--- config.mk ---
export PLATFORM = sky130hd
export DESIGN_NAME = apu_decimation_filter
export DESIGN_NICKNAME = d
export VERILOG_FILES = /design/src/rtl/apu_filter_pkg.sv /design/src/rtl/apu_decim_mac.sv /design/src/rtl/apu_decimation_filter.sv
export SDC_FILE = /design/constraint.sdc
export NUM_CORES = 2
export LEC_CHECK = 0
export CORE_MARGIN = 2
export CORE_UTILIZATION = 55
export DETAILED_ROUTE_END_ITERATION = 8
export PLACE_DENSITY = 0.71
export SYNTH_ARGS = -nofsm -noshare
export SYNTH_HDL_FRONTEND = slang
export SYNTH_SLANG_ARGS = --single-unit
--- constraint.sdc ---
create_clock -name clk -period 12 [get_ports clk]
set_input_delay 2.4 -clock clk [delete_from_list [all_inputs] [get_ports clk]]
set_output_delay 2.4 -clock clk [all_outputs]
set_load 0.02 [all_outputs]
--- src/rtl/apu_filter_pkg.sv ---
// Shared constants and the 64-tap 22 kHz lowpass table used by the APU
// interpolator and decimation filters.
package apu_filter_pkg;
  localparam int W_SAMPLE = 16;
  localparam int W_COEFF  = 9;
  localparam int TAPS     = 64;
  localparam int PHASES   = 16;

  // DC sum 3560, magnitude sum 3892.
  localparam logic signed [W_COEFF-1:0] COEFF [TAPS] = '{
    -9'sd2,   -9'sd3,   -9'sd4,   -9'sd5,   -9'sd6,   -9'sd7,   -9'sd10,  -9'sd10,
    -9'sd10,  -9'sd7,   -9'sd6,   -9'sd4,   -9'sd2,   9'sd0,    9'sd3,    9'sd9,
    9'sd18,   9'sd28,   9'sd40,   9'sd54,   9'sd69,   9'sd85,   9'sd102,  9'sd119,
    9'sd135,  9'sd150,  9'sd164,  9'sd176,  9'sd187,  9'sd195,  9'sd201,  9'sd204,
    9'sd202,  9'sd190,  9'sd182,  9'sd170,  9'sd158,  9'sd146,  9'sd132,  9'sd118,
    9'sd110,  9'sd101,  9'sd84,   9'sd67,   9'sd51,   9'sd37,   9'sd24,   9'sd12,
    9'sd3,    -9'sd3,   -9'sd7,   -9'sd9,   -9'sd13,  -9'sd13,  -9'sd9,   -9'sd8,
    -9'sd7,   -9'sd6,   -9'sd5,   -9'sd4,   -9'sd3,   -9'sd2,   -9'sd1,   9'sd0
  };
endpackage

--- src/rtl/apu_decim_mac.sv ---
// One staggered accumulator slot of the polyphase decimator; its age
// m = SLOT - r selects which quarter of the coefficient table it applies.
module apu_decim_mac
  import apu_filter_pkg::*;
#(
  parameter int         W_ACC = 32,
  parameter logic [1:0] SLOT  = 2'd0
) (
  input  logic                       clk,
  input  logic                       rst,
  input  logic                       en,
  input  logic                       clr,
  input  logic [3:0]                 p,
  input  logic [1:0]                 r,
  input  logic signed [W_SAMPLE-1:0] d,
  output logic signed [W_ACC-1:0]    acc_next
);
  localparam int W_PROD = W_SAMPLE + W_COEFF;

  logic [1:0]               m;
  logic signed [W_PROD-1:0] dx, cx, prod;
  logic signed [W_ACC-1:0]  acc;
  logic                     last;

  always_comb begin
    m        = SLOT - r;
    dx       = {{W_COEFF{d[W_SAMPLE-1]}}, d};
    cx       = {{W_SAMPLE{COEFF[{m, p}][W_COEFF-1]}}, COEFF[{m, p}]};
    prod     = dx * cx;
    acc_next = acc + {{(W_ACC-W_PROD){prod[W_PROD-1]}}, prod};
    last     = (m == 2'd3) && (p == 4'hF);
  end

  // The completing slot restarts empty; its final sum leaves via acc_next.
  always_ff @(posedge clk or posedge rst) begin
    if (rst)                  acc <= '0;
    else if (clr)             acc <= '0;
    else if (en && last)      acc <= '0;
    else if (en)              acc <= acc_next;
  end
endmodule

--- src/rtl/apu_decimation_filter.sv ---
// 64-tap 16:1 polyphase FIR decimator built from four staggered MAC slots.
// Define APU_DECIM_ROUND_EN for round-half-up output instead of floor.
module apu_decimation_filter
  import apu_filter_pkg::*;
#(
  parameter int W_ACC = 32,
  parameter int SHIFT = 12
) (
  input  logic                       clk,
  input  logic                       rst,
  input  logic                       en,
  input  logic signed [W_SAMPLE-1:0] d,
  input  logic                       flush,
  output logic signed [W_SAMPLE-1:0] q,
  output logic                       q_valid
);
  localparam int SLOTS = TAPS / PHASES;

  logic [3:0]              p;
  logic [1:0]              r, blank, done_slot;
  logic signed [W_ACC-1:0] acc_next [SLOTS];
  logic signed [W_ACC-1:0] acc_done, acc_rnd;
  logic signed [W_SAMPLE-1:0] q_nxt;

  for (genvar gi = 0; gi < SLOTS; gi++) begin : g_mac
    apu_decim_mac #(.W_ACC(W_ACC), .SLOT(2'(gi))) u_mac (
      .clk      (clk),
      .rst      (rst),
      .en       (en),
      .clr      (flush),
      .p        (p),
      .r        (r),
      .d        (d),
      .acc_next (acc_next[gi])
    );
  end

  always_comb begin
    done_slot = r + 2'd3;
    acc_done  = acc_next[done_slot];
`ifdef APU_DECIM_ROUND_EN
    acc_rnd   = acc_done + (W_ACC'(1) <<< (SHIFT - 1));
`else
    acc_rnd   = acc_done;
`endif
    q_nxt     = W_SAMPLE'(acc_rnd >>> SHIFT);
  end

  // Flush restarts the frame but keeps the last published sample on q.
  always_ff @(posedge clk or posedge rst) begin
    if (rst) begin
      p       <= '0;
      r       <= '0;
      blank   <= 2'd3;
      q       <= '0;
      q_valid <= 1'b0;
    end else begin
      q_valid <= 1'b0;
      if (flush) begin
        p     <= '0;
        r     <= '0;
        blank <= 2'd3;
      end else if (en) begin
        p <= p + 4'd1;
        if (p == 4'hF) begin
          r <= r - 2'd1;
          if (blank == 2'd0) begin
            q       <= q_nxt;
            q_valid <= 1'b1;
          end else begin
            blank <= blank - 2'd1;
          end
        end
      end
    end
  end
endmodule

==> impl_metrics.yaml <==
outcome:
  status: "finished, final reports clean"
routing:
  wl_um: 82900
  drc: 0
  drt_iter0_markers: 1447
  via_per_inst: 5.76
  dr.pass1.iters: 5
  vias: 24477
  avgRoutedWirePerCell_um: 19.5
  postRouteAntennaNets: 0
grt:
  grt_max_degree: 95
  antenna_found_initial: 2
  grt_pass1_wl_um: 135000
  grt_pass1_vias: 24943
  grt_usage_pct: 29.0
  overflow: 0
cts:
  cts-root-buf: "clkbuf_16"
  clk_pin_slew_worst_paths_ns: 0.06
  cts_buffers: 17
  cts.sinks: 137
  clk_path_buf_depth: 2
  cts_resized: 0
  htree_levels: 4
  cts_setup_buffers: 0
  clock_latency_ns: 0.45
  cts_tree: "built"
  cts_hold_buffers: 0
yosys:
  synthDistinctLibCells: 85
  ys.flop_type: "dfrtp_1"
  synth_top_area_cell: "fa_1"
  netlist_area_mm2: 0.0312
  synth_edf_count: 0
  ys_warn_count: 0
  synthCells: 3503
  syn-num-nets: 4336
  ys_ff_latch: 137
  async_flop_share_pct: 100
  synth.top_cell.area_share_pct: 30.8
  syn_avg_cell_area_um2: 8.91
  synth.area.top_cells: "fa_1 (31%), ha_1 (13%), dfrtp_1 (11%)"
  seq_area_frac_synth_pct: 11.0
timing:
  fmax_mhz: 94.4
  tightestPinTransition_ns: 1.07
  period_minus_slack_ns: 10.60
  whs_ns: 0.488
  final_hold_viol_count: 0
  rsz0062_at_grt: "no"
  slew_violations: 0
  fin_crit_sh_pct: 88.3
  finalClockSkew_ns: 0.0117
  fin_ws_ns: 1.40
  max_slew_margin_pct: 28.3
  setup_tns_ns: 0
  setup_violations: 0
floorplanning:
  die_y_um: 242
  die_width_um: 242
  ios: 37
  num_rows: 87
  start_util_pct: 55.4
  die_area_mm2: 0.0587
  core_mm2: 0.0563
worst_setup_path:
  critPathMaxStageDelay_ns: 0.95
  startpoint_type: "input pin"
  worstPathArrival_ns: 10.93
  crit_path_end_kind: "register"
  path_buf_inv: 6
  cpMaxStageDelayCell: "clkdlybuf4s50_1"
  cp_top_family: "adder cells"
  crit_type: "in2reg"
  cp_data_required_time_ns: 12.33
  cp_max_fo: 21
cells_and_area:
  area_growth_pct: 6.30
  design_area_mm2: 0.0332
  fin_nets: 4317
  drive_above_1_share_pct: 4.52
  nFillCells: 5008
placement:
  routabilityCongestion: 0.923
  pre_cts_ws_ns: 0.959
  portBuffers: 36
  dp_hpwl_um: 66800
  placed_area_mm2: 0.0325
job:
  maxCapViolations: 0
hold_path:
  hp-class: "reg2reg"
==> stage by stage <==
step	instances	utilization, %
after floorplan	3503	-
after global placement	4221	57.8
after detailed placement	4221	57.8
after CTS	4252	58.9
after global routing	4253	58.9
final	4253	58.9
==> layout make-up <==
type                            count  area (um2)  area share, %
Antenna cell                        1        2.50        0.00754
Clock buffer                       17         425           1.28
Clock inverter                     14         198          0.596
Inverter                          463        1740           5.25
Multi-Input combinational cell   2753       25500           76.8
Sequential cell                   137        3430           10.3
Tap cell                          756         946           2.85
Timing Repair Buffer              112         943           2.84
==> state kept, by name (all words and copies together) (netlist names) <==
| name | cells |
|---|---|
| r | 2 |
| g_mac.u_mac.acc | 112 |
| q_valid | 1 |
| p | 4 |
| blank | 2 |
| q | 16 |
==> kinds of logic after synthesis <==
kind of cell | synth area share (%)
AO/OA/AOI/OAI | 13.7
flip-flops | 11.0
adder cells (fa/ha/maj) | 44.1
AND/OR/NAND/NOR | 16.5
XOR/XNOR | 5.40
multiplexers | 1.88
buffers and inverters | 7.38
==> cell usage in the layout (no fill, tap or decap), drive strengths merged, types with 15 or more instances in the layout <==
cell           instances
nor3                  31
nor2b                 75
nand3                 31
buf                   76
ha                   333
dfrtp                135
and2                 236
o21bai                21
clkbuf                17
fa                   480
o21ai                156
nor2                 184
o31ai                 15
a21o                  56
nand2b                38
clkdlybuf4s50         36
a21oi                166
o211ai                18
o21a                  28
inv                  463
or3                   21
a211oi                19
xnor2                136
and3                  19
a22o                  62
mux2i                 26
a31oi                 19
nand2                395
xor2                  49
==> synthesized netlist by cell type (all sizes together) (4+ instances only) <==
cell type	count
and3	19
a21o	56
nand3	31
clkbuf	126
a22o	62
a32o	5
and2	236
a22oi	8
mux2i	26
or3	21
o2111ai	4
nand4	8
o41ai	4
a31o	6
or2	11
a21oi	166
nor2b	75
a211o	6
inv	461
o21ai	156
a21boi	13
mux2	9
a41oi	5
dfrtp	135
o21a	28
fa	480
o211ai	18
a221oi	7
nor3	31
buf	24
nor2	184
xnor2	136
o21bai	21
ha	333
o311ai	4
o31ai	15
a211oi	19
mux4	10
nand2	395
nand2b	38
a31oi	19
xor2	49
==> worst reg2reg max path: cells and delay by family, from the launching register on <==
kind | cells | cell delay, ns
adder cells (fa/ha/maj) | 8 | 3.92
flip-flops | 1 | 0.71
buffers and inverters | 8 | 1.09
AND/OR/NAND/NOR | 6 | 1.45
multiplexers | 2 | 0.74
XOR/XNOR | 1 | 0.15
AO/OA/AOI/OAI | 12 | 2.25
==> layer usage <==
metal / vias to the layer above / GRT usage, % / routed length, um
met5: - / 0 / 0
met4: 0 / 8.62 / 2590
met2: 719 / 49.4 / 40800
met3: 136 / 4.32 / 4730
li1: 11385 / - / -
met1: 12237 / 38.5 / 34800
==> final timing paths <==
path                       from                      to  slack, ns  depth (start not counted)
setup reg to reg           r[1]                   q[13]       1.56                         37
max in group asynchronous   rst  g_mac[0].u_mac.acc[20]       8.34                          3
setup / recovery           d[3]                   q[13]       1.40                         33
hold / removal             q[3]                    q[3]       0.49                          2
hold reg to reg            q[3]                    q[3]       0.49                          2
min in group asynchronous   rst   g_mac[2].u_mac.acc[8]       2.49                          2
Power is not shown: default switching activity piles up to over one toggle a cycle in this logic, so the estimate is an artifact.
